### src/rtl/gcbp_subimage_write_ctrl_if.sv
// rtl/gcbp_subimage_write_ctrl_if.sv - pixel stream handshake bundle for the GCBP subimage writer
interface gcbp_subimage_write_ctrl_if #(
  parameter int PIX_W = 8
);
  logic             pix_valid;
  logic             pix_ready;
  logic [PIX_W-1:0] pix_data;
  logic             pix_sof;
  logic             pix_eol;

  modport master (output pix_valid, pix_data, pix_sof, pix_eol, input pix_ready);
  modport slave  (input pix_valid, pix_data, pix_sof, pix_eol, output pix_ready);
endinterface

### src/rtl/gcbp_subimage_write_ctrl.sv
// rtl/gcbp_subimage_write_ctrl.sv - scatters a raster pixel stream into the 4x4 GCBP subimage BRAMs
// Optional error counter output is enabled by defining GCBP_WR_ERR_CNT_EN.
module gcbp_subimage_write_ctrl #(
  parameter int IMG_W  = 640,
  parameter int IMG_H  = 480,
  parameter int PIX_W  = 8,
  parameter int ADDR_W = 15
) (
  input  logic                 clk,
  input  logic                 rst,
  gcbp_subimage_write_ctrl_if.slave s_pix,
  output logic [15:0]          o_bram_array_wea,
  output logic [ADDR_W-1:0]    o_bram_addr,
  output logic [PIX_W-1:0]     o_bram_din,
  output logic [1:0]           o_vert_sub_cnt,
  output logic [1:0]           o_hori_sub_cnt,
  output logic                 o_frame_done,
  input  logic                 i_frame_ack,
  output logic                 o_sync_err
`ifdef GCBP_WR_ERR_CNT_EN
  ,
  output logic [7:0]           o_err_cnt
`endif
);

  localparam int SUB_W = IMG_W / 4;
  localparam int SUB_H = IMG_H / 4;
  localparam int SC_W  = (SUB_W > 1) ? $clog2(SUB_W) : 1;
  localparam int SR_W  = (SUB_H > 1) ? $clog2(SUB_H) : 1;
  localparam logic [SC_W-1:0]   SC_LAST  = SC_W'(SUB_W - 1);
  localparam logic [SR_W-1:0]   SR_LAST  = SR_W'(SUB_H - 1);
  localparam logic [ADDR_W-1:0] ROW_STEP = ADDR_W'(SUB_W);

  typedef enum logic [1:0] {S_IDLE, S_WRITE, S_DONE} state_t;

  state_t            r_state, w_next_state;
  logic [SC_W-1:0]   r_sub_col;
  logic [1:0]        r_hori;
  logic [SR_W-1:0]   r_sub_row;
  logic [1:0]        r_vert;
  logic [ADDR_W-1:0] r_row_base;
  logic              r_pix_ready;
  logic [15:0]       r_wea;
  logic [ADDR_W-1:0] r_addr;
  logic [PIX_W-1:0]  r_din;
  logic [1:0]        r_vsub, r_hsub;
  logic              r_frame_done;
  logic              r_sync_err;

  logic              w_beat, w_accept, w_sof, w_eol;
  logic [SC_W-1:0]   w_cur_col;
  logic [1:0]        w_cur_hori;
  logic [SR_W-1:0]   w_cur_row;
  logic [1:0]        w_cur_vert;
  logic [ADDR_W-1:0] w_cur_base;
  logic              w_last_col, w_last_sub_row, w_last_row, w_line_end;
  logic              w_viol, w_frame_end;
  logic [15:0]       w_wea_dec;

  // A sof beat is always placed at pixel (0,0), whether it opens a frame or restarts one.
  always_comb begin
    w_sof          = s_pix.pix_sof;
    w_eol          = s_pix.pix_eol;
    w_beat         = s_pix.pix_valid & r_pix_ready;
    w_accept       = w_beat && ((r_state == S_WRITE) || (r_state == S_IDLE && w_sof));
    w_cur_col      = w_sof ? '0 : r_sub_col;
    w_cur_hori     = w_sof ? '0 : r_hori;
    w_cur_row      = w_sof ? '0 : r_sub_row;
    w_cur_vert     = w_sof ? '0 : r_vert;
    w_cur_base     = w_sof ? '0 : r_row_base;
    w_last_col     = (w_cur_col == SC_LAST) && (w_cur_hori == 2'd3);
    w_last_sub_row = (w_cur_row == SR_LAST);
    w_last_row     = w_last_sub_row && (w_cur_vert == 2'd3);
    w_line_end     = w_eol || w_last_col;
    w_viol         = w_accept && ((w_eol != w_last_col) || (w_sof && r_state == S_WRITE));
    w_frame_end    = w_accept && w_line_end && w_last_row;
    w_wea_dec      = 16'd1 << {w_cur_vert, w_cur_hori};
  end

  always_comb begin
    w_next_state = r_state;
    case (r_state)
      S_IDLE:  if (w_accept) w_next_state = w_frame_end ? S_DONE : S_WRITE;
      S_WRITE: if (w_frame_end) w_next_state = S_DONE;
      S_DONE:  if (i_frame_ack) w_next_state = S_IDLE;
      default: w_next_state = S_IDLE;
    endcase
  end

  always_ff @(posedge clk) begin
    if (rst) begin
      r_state      <= S_IDLE;
      r_sub_col    <= '0;
      r_hori       <= '0;
      r_sub_row    <= '0;
      r_vert       <= '0;
      r_row_base   <= '0;
      r_pix_ready  <= 1'b0;
      r_wea        <= '0;
      r_addr       <= '0;
      r_din        <= '0;
      r_vsub       <= '0;
      r_hsub       <= '0;
      r_frame_done <= 1'b0;
      r_sync_err   <= 1'b0;
    end else begin
      r_state      <= w_next_state;
      r_pix_ready  <= (w_next_state != S_DONE);
      r_frame_done <= (r_state == S_DONE) && (w_next_state == S_DONE);
      r_wea        <= w_accept ? w_wea_dec : '0;
      if (w_viol) r_sync_err <= 1'b1;
      if (w_accept) begin
        r_addr <= w_cur_base + ADDR_W'(w_cur_col);
        r_din  <= s_pix.pix_data;
        r_vsub <= w_cur_vert;
        r_hsub <= w_cur_hori;
        // Counters cascade sub_col -> hori on a column step, sub_row -> vert on a line end.
        if (w_line_end) begin
          r_sub_col <= '0;
          r_hori    <= '0;
          if (w_last_row) begin
            r_sub_row  <= '0;
            r_vert     <= '0;
            r_row_base <= '0;
          end else if (w_last_sub_row) begin
            r_sub_row  <= '0;
            r_row_base <= '0;
            r_vert     <= w_cur_vert + 2'd1;
          end else begin
            r_sub_row  <= w_cur_row + 1'b1;
            r_row_base <= w_cur_base + ROW_STEP;
            r_vert     <= w_cur_vert;
          end
        end else if (w_cur_col == SC_LAST) begin
          r_sub_col  <= '0;
          r_hori     <= w_cur_hori + 2'd1;
          r_sub_row  <= w_cur_row;
          r_vert     <= w_cur_vert;
          r_row_base <= w_cur_base;
        end else begin
          r_sub_col  <= w_cur_col + 1'b1;
          r_hori     <= w_cur_hori;
          r_sub_row  <= w_cur_row;
          r_vert     <= w_cur_vert;
          r_row_base <= w_cur_base;
        end
      end
    end
  end

`ifdef GCBP_WR_ERR_CNT_EN
  logic [7:0] r_err_cnt;
  always_ff @(posedge clk) begin
    if (rst) r_err_cnt <= '0;
    else if (w_viol && r_err_cnt != 8'hFF) r_err_cnt <= r_err_cnt + 8'd1;
  end
  assign o_err_cnt = r_err_cnt;
`endif

  assign s_pix.pix_ready  = r_pix_ready;
  assign o_bram_array_wea = r_wea;
  assign o_bram_addr      = r_addr;
  assign o_bram_din       = r_din;
  assign o_vert_sub_cnt   = r_vsub;
  assign o_hori_sub_cnt   = r_hsub;
  assign o_frame_done     = r_frame_done;
  assign o_sync_err       = r_sync_err;

endmodule
### src/flat_wrapper.sv
// flat-port wrapper written by rule: the top's interface ports become plain ports
module gcbp_subimage_write_ctrl_flat 
#(
  parameter int IMG_W  = 640,
  parameter int IMG_H  = 480,
  parameter int PIX_W  = 8,
  parameter int ADDR_W = 15
)
  (clk, rst, o_bram_array_wea, o_bram_addr, o_bram_din, o_vert_sub_cnt, o_hori_sub_cnt, o_frame_done, i_frame_ack, o_sync_err, s_pix_pix_valid, s_pix_pix_data, s_pix_pix_sof, s_pix_pix_eol, s_pix_pix_ready);
  gcbp_subimage_write_ctrl_if #(.PIX_W(PIX_W)) s_pix_i ();
  input  logic clk;
  input  logic rst;
  output logic [15:0] o_bram_array_wea;
  output logic [ADDR_W-1:0] o_bram_addr;
  output logic [PIX_W-1:0] o_bram_din;
  output logic [1:0] o_vert_sub_cnt;
  output logic [1:0] o_hori_sub_cnt;
  output logic o_frame_done;
  input  logic i_frame_ack;
  output logic o_sync_err;
  input wire logic [$bits(s_pix_i.pix_valid)-1:0] s_pix_pix_valid;
  input wire logic [$bits(s_pix_i.pix_data)-1:0] s_pix_pix_data;
  input wire logic [$bits(s_pix_i.pix_sof)-1:0] s_pix_pix_sof;
  input wire logic [$bits(s_pix_i.pix_eol)-1:0] s_pix_pix_eol;
  output wire logic [$bits(s_pix_i.pix_ready)-1:0] s_pix_pix_ready;
  assign s_pix_i.pix_valid = s_pix_pix_valid;
  assign s_pix_i.pix_data = s_pix_pix_data;
  assign s_pix_i.pix_sof = s_pix_pix_sof;
  assign s_pix_i.pix_eol = s_pix_pix_eol;
  assign s_pix_pix_ready = s_pix_i.pix_ready;
  gcbp_subimage_write_ctrl #(.IMG_W(IMG_W), .IMG_H(IMG_H), .PIX_W(PIX_W), .ADDR_W(ADDR_W)) u_core (.clk(clk), .rst(rst), .s_pix(s_pix_i), .o_bram_array_wea(o_bram_array_wea), .o_bram_addr(o_bram_addr), .o_bram_din(o_bram_din), .o_vert_sub_cnt(o_vert_sub_cnt), .o_hori_sub_cnt(o_hori_sub_cnt), .o_frame_done(o_frame_done), .i_frame_ack(i_frame_ack), .o_sync_err(o_sync_err));
endmodule
### config.mk
export PLATFORM = sky130hd
export DESIGN_NAME = gcbp_subimage_write_ctrl_flat
export DESIGN_NICKNAME = d
export VERILOG_FILES = /design/src/rtl/gcbp_subimage_write_ctrl_if.sv /design/src/rtl/gcbp_subimage_write_ctrl.sv /design/src/flat_wrapper.sv
export SDC_FILE = /design/constraint.sdc
export NUM_CORES = 1
export LEC_CHECK = 0
export ABC_AREA = 0
export CAP_MARGIN = 25
export CORE_ASPECT_RATIO = 2
export CORE_MARGIN = 5
export CORE_UTILIZATION = 49
export DETAILED_ROUTE_END_ITERATION = 8
export GPL_ROUTABILITY_DRIVEN = 1
export GPL_TIMING_DRIVEN = 0
export PLACE_DENSITY = 0.81
export SETUP_SLACK_MARGIN = 0.1
export SLEW_MARGIN = 5
export SYNTH_ARGS = -nofsm -noshare
export SYNTH_HDL_FRONTEND = slang
export SYNTH_SLANG_ARGS = --single-unit
### constraint.sdc
create_clock -name clk -period 4.3 [get_ports clk]
set_input_delay 1.075 -clock clk [delete_from_list [all_inputs] [get_ports clk]]
set_output_delay 1.075 -clock clk [all_outputs]
set_load 0.1 [all_outputs]
Word level (Yosys, flattened, before mapping)
Index checks and enable logic that the tools add are counted.

Register bits: 82. Output and inout bits: 46. Input port bits: 14.

Add/sub/neg operators: 6. Bitwise gates (word level): 2. Reduce and logical (&&, ||, !) cells: 14. Shift-type cells: 1. Equality and inequality tests: 9. Multiplexer cells: 23.

Operators by type and width (number): 15-bit 2-to-1 mux (4); 7-bit 2-to-1 mux (4); 8-bit 2-to-1 mux (3); 2-bit 2-to-1 mux (11); 1-bit by 4-bit left shift with 16-bit output (first input constant) (1); 15-bit by 8-bit adder with 15-bit output (1); 15-bit by 8-bit adder with 15-bit output (second input constant) (1); 1-bit logical AND (9); 8-bit by 1-bit adder with 8-bit output (second input constant) (1); 2-bit == test (second input constant) (4); 8-bit == test (second input constant) (1); 7-bit by 1-bit adder with 7-bit output (second input constant) (1); 7-bit == test (second input constant) (1); 2-bit case mux with 3 select lines (1); 2-bit by 1-bit adder with 2-bit output (second input constant) (2); 1-bit logical OR (3); 2-bit by 1-bit == test with 1-bit output (second input constant) (1); 2-bit logical NOT (1); 2-bit inequality test (second input constant) (1); 2-bit OR reduction (1); 1-bit bitwise AND (1); 1-bit inequality test (1); 1-bit NOT (1).

Logic depth before layout (Yosys ltp)
Gate-level depths: netlist (run 1).

Word-level depth: 11. Depth in mapped cells: 17.

Least setup slack after synthesis (run 1)
No wires, ideal clock.

Kind: input to register. From: input s_pix_pix_sof. To: register u_core.r_row_base[11]. Buffers on the path: 4. Cell stages on the path: 16. Data required time: 4230 ps. Slack: 249 ps. Arrival: 3980 ps. Library setup time: 70 ps. Path through: clkbuf_1 -> inv_1 -> buf_2 -> nand2_1 -> inv_1 -> ha_1 -> and3_1 -> and4_1 -> clkbuf_1 -> nand2_1 -> ha_1 -> clkbuf_1 -> nor3_1 -> nand3_1 -> or4_1 -> a21oi_1.

Cells in the longest elaborated chain, start to end: 5. Elaborated cells on any way between the ends: 19. Classes of those cells: add/sub (1); eq/ne (4); mux (8); reduce/logical (6).

Ends and longest elaborated chain: start, declared (RTL line flat_wrapper.sv:23) `input wire logic [$bits(s_pix_i.pix_sof)-1:0] s_pix_pix_sof;`; 15-bit 2-to-1 mux (tied with other cells) (RTL line gcbp_subimage_write_ctrl.sv:70) `w_cur_base = w_sof ? '0 : r_row_base;`; 15-bit by 8-bit adder with 15-bit output (tied with other cells) (RTL line gcbp_subimage_write_ctrl.sv:131) `r_row_base <= w_cur_base + ROW_STEP;`; 15-bit 2-to-1 mux (tied with other cells) (RTL line gcbp_subimage_write_ctrl.sv:125) `end else if (w_last_sub_row) begin`; 15-bit 2-to-1 mux / 1-bit logical OR (equally long branches) (RTL line gcbp_subimage_write_ctrl.sv:121, gcbp_subimage_write_ctrl.sv:74); 15-bit 2-to-1 mux (RTL line gcbp_subimage_write_ctrl.sv:118) `if (w_line_end) begin`; end signal, assigned (RTL line gcbp_subimage_write_ctrl.sv:131); end signal, assigned (RTL line gcbp_subimage_write_ctrl.sv:139) `r_row_base <= w_cur_base;`; end signal, assigned (RTL line gcbp_subimage_write_ctrl.sv:145) `r_row_base <= w_cur_base;`; end, declared (RTL line gcbp_subimage_write_ctrl.sv:41) `logic [ADDR_W-1:0] r_row_base;`.

Several ways; a longest one is shown, not always the timed one. A chain may end at the register's enable or synchronous reset.

Worst setup path after layout (run 1)
From: input s_pix_pix_sof. To: register u_core.r_row_base[14].

Same word-level chain as after synthesis.

==> run summary, run 1 <==
Status - finished clean
Port Buffer Count - 58
DP Worst Slack - -1.34 ns
Largest family of logic cells by synthesized area - simple AND/OR/NAND/NOR gates
Vias post-DR - 4013
Die height - 139 um
Critical path arrival - 4.30 ns
Final nets - 602
Synth area leaders - dfxtp_1 (40%), nand2_1 (6.5%), a21oi_1 (5.9%)
Initial antenna violation count - 0
Dpl hpwl - 8990 um
Post-synthesis mux area share - 0.245%
Core ar. - 0.00823 mm2
Max Root-Sink Buffers - 2
Crit Path Max Fanout - 10
Setup WS post-layout - 0.248 ns
Max Cap Viol - 0
Post-synthesis adder-cell area fraction - 5.69%
Simple-gate share of the synthesized area - 29.3%
Fin crit share - 94.2%
Total Routed Length - 12200 um
Synthesis Warnings - 0
Total GRT Usage - 24.0%
Worst setup SP type - input port
Clk_skew - 0.00633 ns
R2R setup slack - 1.34 ns
Ys async rst share - 0%
Post-Synthesis Cells - 498
Peak supply drop - 0.181 mV
Num CTS Buffers - 9
Class of the worst hold path - reg2reg
Clk Latency, worst-skew pair - 0.35 ns
CTS Root Cell - clkbuf_16
Hold Path Cell Cnt - 1
Worst hold start - u_core.r_row_base[4]
Worst hold path endpoint - u_core.r_row_base[4]
Fin cells - 673
Clk sinks - 82
Crit path max-delay family - simple AND/OR/NAND/NOR gates
Min Tclk post-route - 4.05 ns
Syn_nets - 530
Ys flop type - dfxtp_1
Critical Path, Cell by Cell - clkdlybuf4s15_2, clkbuf_8, inv_1, buf_6, nand2_1, inv_1, ha_2, and3_2, and4_1, clkbuf_4, nand2_1, ha_2, nor4_2, nand4_1, xor2_1, o41ai_1
Worst Reg-to-Reg Cells - 11
Post-synth EDFFs - 0
Slew @ Worst Pin - 0.990 ns
I/O Pins - 60
Crit-path slowest cell - nor4_2
Post-synth top area cell - dfxtp_1
Type of the worst setup path - in2reg
RR Startpoint - u_core.r_sub_col[0]
Vias in the first global route - 4006
F_max - 247 MHz
Ant diodes - 0
Area delta synth->final - 26.3%
Number of DRC markers in iteration 0 - 230
Leakage - 1.93 nW
Global-route wire length before repair - 19100 um
Via density - 5.96
Initial core utilization - 49.7%
Final hold vios - 0
Post-synthesis register bit count - 82
Fin area - 0.00516 mm2
Area after DPL - 0.00479 mm2
Fin util - 62.7%
Cell variety after synth - 59
Share of the synthesized area in the top cell type - 40.1%
DRC - 0
Largest net degree at the start of global routing - 18
Worst path required time - 4.54 ns
Cell Area, Synth - 0.00409 mm2
Final setup fails - 0
CTS clk-pin slew, worst paths - 0.07 ns
WL/cell - 18.2 um
PwrDens - 331 mW/mm2
Post-CTS Hold Fix Bufs - 0
Post-Place Cells - 654
CTS tree - built
Routability congestion estimate - 0.943
Post-DRT Antenna Nets - 0
RSZ-0062 raised after global routing - no
Die footprint - 0.0104 mm2
Critical R2R Capture - u_core.r_row_base[14]
Count of final max-slew check failures - 0
Crit path buffers/inverters - 6
Worst Setup End Kind - flip-flop
Post-synthesis compound-gate area fraction - 18.8%
Gr ovfl total - 0
Synth Area in XOR/XNOR - 1.50%
Cell Rows - 47
Max stage delay on crit path - 0.50 ns
Die width - 74.6 um
Seq/Total Area, Yosys - 40.1%
Avg Cell Area, Syn - 8.21 um2
CTS H-tree depth - 3
Pwr Total - 0.00171 W
DRT Pass-1 Iters - 5
Max-slew headroom - 33.8%
Ratio of cells with drive above 1 in the final layout - 8.35%
## worst max path at each step
stage / start / endpoint / slack (ns) / depth (start not counted)
after global routing: s_pix_pix_sof / u_core.r_row_base[11] / 0.10 / 17
after global placement: s_pix_pix_sof / u_core.r_row_base[11] / -1.33 / 17
after floorplan: s_pix_pix_sof / u_core.r_row_base[11] / 0.25 / 16
after CTS: s_pix_pix_sof / u_core.r_row_base[11] / 0.19 / 17
final: s_pix_pix_sof / u_core.r_row_base[14] / 0.25 / 16
after detailed placement: s_pix_pix_sof / u_core.r_row_base[11] / -1.34 / 17
## synthesized netlist by cell type (all sizes together) (5+ instances only)
| cell | instances |
|---|---|
| and2 | 23 |
| nand2b | 5 |
| clkbuf | 12 |
| nor3 | 11 |
| a22oi | 6 |
| and3 | 6 |
| nand3 | 19 |
| inv | 10 |
| buf | 18 |
| a21o | 6 |
| dfxtp | 82 |
| nand4 | 5 |
| nor2 | 33 |
| a21oi | 48 |
| a31oi | 6 |
| a211oi | 5 |
| nor2b | 25 |
| or3 | 9 |
| ha | 17 |
| nand2 | 71 |
| o21ai | 23 |
## power breakdown
group	switching [W]	internal [W]	total [W]
combinational	0.000127	0.0000479	0.000175
clock	0.000352	0.000409	0.000761
sequential	0.00000641	0.000769	0.000775
## layout make-up
cell class,instances,area [um2]
multi-input combinational,376,2300
clock buffer,9,225
inverter,10,37.5
sequential,82,1640
tap,98,123
clock inverter,7,66.3
timing repair buffer,61,604
buffer,30,165
fill,735,3070
## routing by layer
layer  up-vias  part of all wire (%)  GRT usage, %
met5         -                     0             0
met4         0                   6.3          17.6
met3        54                   5.5          4.28
met2       152                    54          43.0
met1      1896                    34          22.8
li1       1911                     -             -
## logic make-up after synthesis
family	Yosys count
AOI/OAI and AO/OA	122
xor gates and xnor gates	7
adders and majority gates	18
buffers and inverters	40
DFF	82
muxes	1
and+or+nand+nor	228
## state kept, by name (all words and copies together), names as in the netlist, 2 cells and up
signal	flops
u_core.r_row_base	15
u_core.o_bram_addr	15
u_core.o_hori_sub_cnt	2
u_core.o_bram_din	8
u_core.r_sub_col	8
u_core.o_vert_sub_cnt	2
u_core.r_state	2
u_core.r_vert	2
u_core.o_bram_array_wea	16
u_core.r_sub_row	7
u_core.r_hori	2
## placed cells by master, fill, tap and decap left out, types with 3 or more instances in the layout
cell	instances
a211oi_1	5
a21o_1	6
a21oi_1	47
a22oi_1	6
a311oi_1	3
a31oi_1	6
and2_1	22
and3_1	5
buf_1	5
buf_2	10
buf_4	4
buf_6	3
clkbuf_1	9
clkbuf_16	9
clkdlybuf4s50_1	57
dfxtp_1	82
ha_1	15
inv_1	10
inv_6	4
nand2_1	71
nand2b_1	5
nand3_1	19
nand4_1	5
nand4b_1	4
nor2_1	33
nor2b_1	24
nor3_1	9
o211ai_1	3
o21ai_0	22
or3_1	9
or4_1	4
xnor2_1	3
xor2_1	4
## per-stage QoR
step                TNS, ns  hold slack [ns]
floorplan                 0            0.421
global placement     -41.00            0.434
detailed placement   -41.77            0.439
CTS                       0            0.454
global route              0            0.468
finish                    0            0.452
## timing repair
| action | 4_1_cts | 5_1_grt |
|---|---|---|
| endpoints found under the hold margin | 0 | 0 |
| pin swaps | 1 | 1 |
| endpoints found under the setup margin | 47 | 11 |
| resized for setup | 19 | 3 |
| buffers inserted | 0 | 3 |
(Power assumes the default switching activity.)
==> run 2, diff against run 1 <==
Settings changed: CORE_UTILIZATION 49 to 59, GPL_ROUTABILITY_DRIVEN 1 to unset, PLACE_DENSITY 0.81 to 0.91, TNS_END_PERCENT set to 50.
Clock period 4.3 ns to 5.09 ns, I/O delays scaled along.
==> run 2 against run 1 <==
Non-clock buffer count fell by 2. Largest power group unchanged. Clock power fell by 21%. Critical endpoint is now u_core.r_row_base[9]. Critical path depth did not move. Sequential power fell by 15%. Clock skew fell by 0.00087 ns.
==> run summary, run 2 (synthesized netlist as in run 1, its figures left out) <==
Status - finished clean
Int Pwr - 0.00102 W (-17%)
Worst Reg-to-Reg Cells - 12 (+1)
Multi-input logic area - 0.00228 mm2 (-0.82%)
DRT Pass-1 Iters - 6 (+1)
Die width - 68.9 um (-7.7%)
Fin crit share - 90.9%
Worst Setup End Kind - flip-flop
Max Root-Sink Buffers - 2 (unchanged)
Number of DRC markers in iteration 0 - 489 (+110%)
Peak supply drop - 0.215 mV (+19%)
Clk_skew - 0.00546 ns (-0.000866 ns)
Via density - 6.24 (+4.6%)
Final hold vios - 0 (unchanged)
Initial antenna violation count - 0 (unchanged)
Hold Path Cell Cnt - 1 (unchanged)
Slew @ Worst Pin - 0.989 ns (-0.00114 ns)
Critical path arrival - 4.87 ns (+0.57 ns)
F_max - 216 MHz
Ratio of cells with drive above 1 in the final layout - 6.98% (-1.4 points)
Total GRT Usage - 29.1% (+5.1 points)
Worst setup SP type - input port
Seq. cell area - 0.00164 mm2 (unchanged)
Setup WS post-layout - 0.462 ns (+0.214 ns)
Post-DRT Antenna Nets - 0 (unchanged)
Highest-count cells in the layout ignoring fill and taps - dfxtp_1 (82), nand2_1 (71), clkdlybuf4s50_1 (57)
Largest net degree at the start of global routing - 16 (-2)
PwrDens - 275 mW/mm2 (-17%)
Type of the worst setup path - in2reg
Gr ovfl total - 0 (unchanged)
Commonest non-fill, non-tap cell in the layout - dfxtp_1
CTS clk-pin slew, worst paths - 0.06 ns (about the same)
Crit Path Max Fanout - 10 (unchanged)
Worst path required time - 5.33 ns (+0.79 ns)
Dpl hpwl - 8260 um (-8.1%)
Routability congestion estimate - 0.986 (+4.5%)
Leakage - 1.91 nW (-1.0%)
Class of the worst hold path - reg2reg
Vias post-DR - 4136 (+3.1%)
Fillers - 483 (-34%)
Final setup fails - 0 (unchanged)
Cell Rows - 43 (-8.5%)
WL/cell - 18.1 um (-0.17%)
Max-slew headroom - 33.9% (+0.076 points)
DRC - 0 (unchanged)
RSZ-0062 raised after global routing - no
Global-route wire length before repair - 19300 um (+0.80%)
Count of final max-slew check failures - 0 (unchanged)
Ant diodes - 0 (unchanged)
Initial core utilization - 59.8% (+10 points)
CTS tree - built
Num CTS Buffers - 9 (unchanged)
Area delta synth->final - 24.5%
Max reg flops - 16 (unchanged)
Clk Latency, worst-skew pair - 0.34 ns (about the same)
Final nets - 600 (-0.33%)
Min Tclk post-route - 4.63 ns
Total Routed Length - 12000 um (-1.7%)
Die footprint - 0.00880 mm2 (-15%)
I/O Pins - 60 (unchanged)
Vias in the first global route - 3948 (-1.4%)
CTS Root Cell - clkbuf_16
Logic pwr share - 10.3% (about the same)
Port Buffer Count - 58 (unchanged)
P_sw - 0.000381 W (-22%)
Sequential share of power - 46.7% (+1.4 points)
Switch share - 27.2% (-1.2 points)
CTS H-tree depth - 3 (unchanged)
Max Cap Viol - 0 (unchanged)
Clk sinks - 82 (unchanged)
Core ar. - 0.00683 mm2 (-17%)
Clock power frac - 43.0% (-1.5 points)
Hold slack - 0.450 ns (-0.00252 ns)
Die height - 128 um (-8.2%)
DP Worst Slack - -0.686 ns (+0.653 ns)
==> run 2: cell types whose count changed in the layout (fill, tap and decap cells not counted), sizes merged <==
cell	delta
buf	-3
clkbuf	+1
clkdlybuf4s15	-1
clkinv	+3
clkinvlp	+1
dlymetal6s2s	+1
inv	-4
==> run 2: repair_timing <==
item                       in CTS  in global routing
buffers inserted                1                  0
pin swaps                       1                  0
resized for setup               6                  2
setup endpoints to repair      28                 23
hold buffers                    0                  0
==> run 2: final cells by class <==
type                    instances  share of cell area [%]
plain buffers                  30                    2.90
clock inverters                 7                    1.03
well taps                      90                    2.21
repair buffers                 59                    11.6
clock buffers                   9                    4.42
inverters                      10                   0.737
multi-input cells             376                    44.8
flip-flops and latches         82                    32.3
==> run 2: final timing paths <==
| check | startpoint | endpoint | slack [ns] |
|---|---|---|---|
| worst min register to register | u_core.r_row_base[3] | u_core.r_row_base[3] | 0.45 |
| worst min-delay path | u_core.r_row_base[3] | u_core.r_row_base[3] | 0.45 |
| worst max register to register | u_core.r_sub_col[0] | u_core.r_row_base[11] | 1.93 |
| worst max-delay path | s_pix_pix_sof | u_core.r_row_base[9] | 0.46 |
==> run 2: per-layer routing <==
metal  global-route usage (%)  wire length, um  up-vias
met3                     6.93             1110       61
li1                         -                -     1904
met4                     19.9              618        0
met2                     45.4             5840      278
met5                        0                0        -
met1                     33.8             4450     1893
==> run 2: power groups by stage <==
stage,logic (W),clock network (W),registers (W)
after floorplan,0.0000508,0,0.000712
after global placement,0.000137,0,0.000669
after detailed placement,0.000139,0,0.000669
after CTS,0.000141,0.000609,0.000655
after global routing,0.000150,0.000642,0.000656
final,0.000144,0.000603,0.000655
==> run 2: stage by stage <==
step	instance area (um2)	setup TNS, ns	utilization [%]	power (W)	instances
3_5_place_dp	4780	-12.72	70.0	0.000809	646
5_1_grt	5090	0	74.5	0.00145	663
4_1_cts	5080	0	74.4	0.00141	663
2_1_floorplan	4090	0	-	0.000763	498
6_report	5090	0	74.5	0.00140	663
3_3_place_gp	4780	-10.26	70.0	0.000806	646
==> run 2: critical path, cell delays in order <==
cell,delay [ns]
dlymetal6s2s_1,0.33
clkbuf_4,0.32
inv_1,0.10
buf_2,0.22
nand2_1,0.14
inv_1,0.08
ha_1,0.23
and3_1,0.24
and4_1,0.20
clkbuf_2,0.19
nand2_1,0.10
ha_1,0.30
nor4bb_1,0.11
a21oi_1,0.53
nand2_1,0.17
a311oi_1,0.33
==> run 3, diff against run 2 <==
Settings changed: CORE_UTILIZATION 59 to 54, PLACE_DENSITY 0.91 to 0.84.
Clock period 5.09 ns to 5.12 ns, I/O delays scaled along.
==> run 3 against run 2 <==
Critical path depth rose by 1. Register-to-register slack about the same. Sequential power shrank 0.6%. Core utilization down 6.1 points. Global-route usage fell by 4.8 points. Clock power up 11%. Setup slack better by 0.027 ns. Combinational power about the same. Design area up 0.64%. Routed wire length fell by 7.2%. Largest power group is now the clock network.
==> run summary, run 3 (synthesized netlist as in run 1, its figures left out) <==
Post-CTS Hold Fix Bufs - 0 (unchanged)
Max-slew headroom - 34.1% (+0.22 points)
Num CTS Buffers - 9 (unchanged)
Ant diodes - 0 (unchanged)
Area delta synth->final - 25.3%
Post-DRT Antenna Nets - 0 (unchanged)
Max Cap Viol - 0 (unchanged)
Worst path required time - 5.40 ns (+0.07 ns)
Peak supply drop - 0.270 mV (+25%)
Vias in the first global route - 3760 (-4.8%)
WL/cell - 16.7 um (-7.6%)
Slew @ Worst Pin - 0.985 ns (-0.00335 ns)
Initial core utilization - 54.6% (-5.2 points)
RSZ-0062 raised after global routing - no
Global-route wire length before repair - 18200 um (-5.3%)
Dpl hpwl - 7970 um (-3.5%)
Final setup fails - 0 (unchanged)
Largest net degree at the start of global routing - 17 (+1)
F_max - 216 MHz
CTS Root Cell - clkbuf_16
Clk_skew - 0.00695 ns (+0.00150 ns)
Crit path buffers/inverters - 7 (+1)
R2R setup slack - 1.92 ns (about the same)
Critical path depth - 17 (+1)
Worst Reg-to-Reg Cells - 12 (unchanged)
Commonest non-fill, non-tap cell in the layout - dfxtp_1
Port Buffer Count - 58 (unchanged)
Area after DPL - 0.00479 mm2 (+0.10%)
Fin crit share - 90.5%
DRC - 0 (unchanged)
Critical path arrival - 4.91 ns (+0.04 ns)
Fin util - 68.4% (-6.1 points)
Number of DRC markers in iteration 0 - 357 (-27%)
Setup TNS - 0 ns (unchanged)
Fin area - 0.00512 mm2 (+0.64%)
Gr ovfl total - 0 (unchanged)
Status - finished clean
Die width - 71.5 um (+3.9%)
Crit-path slowest cell - or4_1
Die height - 133 um (+4.2%)
Crit Path Max Fanout - 10 (unchanged)
Max reg flops - 16 (unchanged)
Via density - 6.12 (-2.0%)
PwrDens - 285 mW/mm2 (+3.5%)
Min Tclk post-route - 4.63 ns
Ratio of cells with drive above 1 in the final layout - 6.82% (-0.16 points)
Max stage delay on crit path - 0.42 ns (-0.11 ns)
Class of the worst hold path - reg2reg
Highest-count cells in the layout ignoring fill and taps - dfxtp_1 (82), nand2_1 (71), clkdlybuf4s50_1 (57)
CTS clk-pin slew, worst paths - 0.06 ns (about the same)
Count of final max-slew check failures - 0 (unchanged)
Final hold vios - 0 (unchanged)
Post-CTS Setup Bufs - 0 (-1)
Vias post-DR - 4073 (-1.5%)
Core ar. - 0.00749 mm2 (+9.6%)
RR Startpoint - u_core.r_sub_col[0]
CP startpoint - s_pix_pix_sof
Fillers - 616 (+28%)
Type of the worst setup path - in2reg
Worst Setup End Kind - flip-flop
Clk Latency, worst-skew pair - 0.35 ns (about the same)
Total Routed Length - 11200 um (-7.2%)
Routability congestion estimate - 0.951 (-3.5%)
Initial antenna violation count - 0 (unchanged)
Cell Rows - 45 (+4.7%)
Die footprint - 0.00952 mm2 (+8.2%)
CTS tree - built
Worst setup SP type - input port
Critical R2R Capture - u_core.r_row_base[11]
Clk sinks - 82 (unchanged)
Total GRT Usage - 24.3% (-4.8 points)
DRT Pass-1 Iters - 5 (-1)
I/O Pins - 60 (unchanged)
Crit path max-delay family - simple AND/OR/NAND/NOR gates
CTS H-tree depth - 3 (unchanged)
Leakage - 1.92 nW (+0.75%)
CP endpoint - u_core.r_row_base[11]
Critical Path, Cell by Cell - dlymetal6s2s_1, buf_2, inv_1, buf_2, nand2_1, inv_1, ha_1, and3_1, and4_1, clkbuf_2, nand2_1, ha_1, clkbuf_2, nor3_4, nand3_1, or4_1, a21oi_1
Max Root-Sink Buffers - 2 (unchanged)
Final nets - 599 (-0.17%)
[run 3: cell types whose count changed in the layout (fill, tap and decap cells not counted), sizes merged]
cell    before  now
clkinv       4    1
bufinv       0    1
clkbuf      21   20
inv         12   14
[run 3: repair_timing]
action / CTS / global route
setup endpoints to repair: 25 / 24
cloned: 0 / 0
gates resized for setup: 6 / 3
hold endpoints to repair: 0 / 0
[run 3: layer usage]
metal	up-vias	global-route usage [%]	routed length [um]
met2	237	38.1	5310
met4	0	13.8	465
met5	-	0	0
met1	1875	29.7	4340
met3	50	5.93	1040
li1	1911	-	-
[run 3: metrics by stage]
stage / instances / power [W] / setup WS, ns / hold WS, ns
2_1_floorplan: 498 / 0.000758 / 0.864 / 0.421
3_5_place_dp: 650 / 0.000803 / -0.574 / 0.439
4_1_cts: 666 / 0.00147 / 0.134 / 0.455
5_1_grt: 666 / 0.00151 / 0.300 / 0.468
3_3_place_gp: 650 / 0.000803 / -0.519 / 0.435
6_report: 666 / 0.00146 / 0.489 / 0.452
[run 3: power breakdown]
| part | internal [W] | leakage (nW) | switching (W) |
|---|---|---|---|
| clock | 0.000387 | 0.149 | 0.000281 |
| sequential | 0.000646 | 0.663 | 0.00000479 |
| combinational | 0.0000377 | 1.11 | 0.000104 |
| total | 0.00107 | 1.92 | 0.000390 |
[run 3: area by class of cell]
cell class / instances / area, um2 / area share (%)
multi-input combinational: 376 / 2290 / 44.7
tap: 94 / 118 / 2.30
clock inverter: 7 / 83.8 / 1.64
sequential: 82 / 1640 / 32.0
clock buffer: 9 / 225 / 4.40
buffer: 30 / 145 / 2.83
inverter: 10 / 37.5 / 0.733
timing repair buffer: 58 / 583 / 11.4
[run 3: worst min-delay path by stage]
stage / from / endpoint / slack, ns / cells after the start
floorplan: u_core.r_row_base[0] / u_core.r_row_base[0] / 0.42 / 1
global placement: u_core.r_row_base[3] / u_core.r_row_base[3] / 0.44 / 1
detailed placement: u_core.r_row_base[0] / u_core.r_row_base[0] / 0.44 / 1
CTS: u_core.o_bram_din[0] / u_core.o_bram_din[0] / 0.45 / 2
global route: u_core.o_bram_din[5] / u_core.o_bram_din[5] / 0.47 / 2
finish: u_core.o_bram_din[0] / u_core.o_bram_din[0] / 0.45 / 2
[run 3: worst min-delay path: cells and delay by family, from the launching register on]
kind / cells / cell delay (ns)
flip-flops: 1 / 0.31
AO/OA/AOI/OAI: 1 / 0.05
AND/OR/NAND/NOR: 1 / 0.05
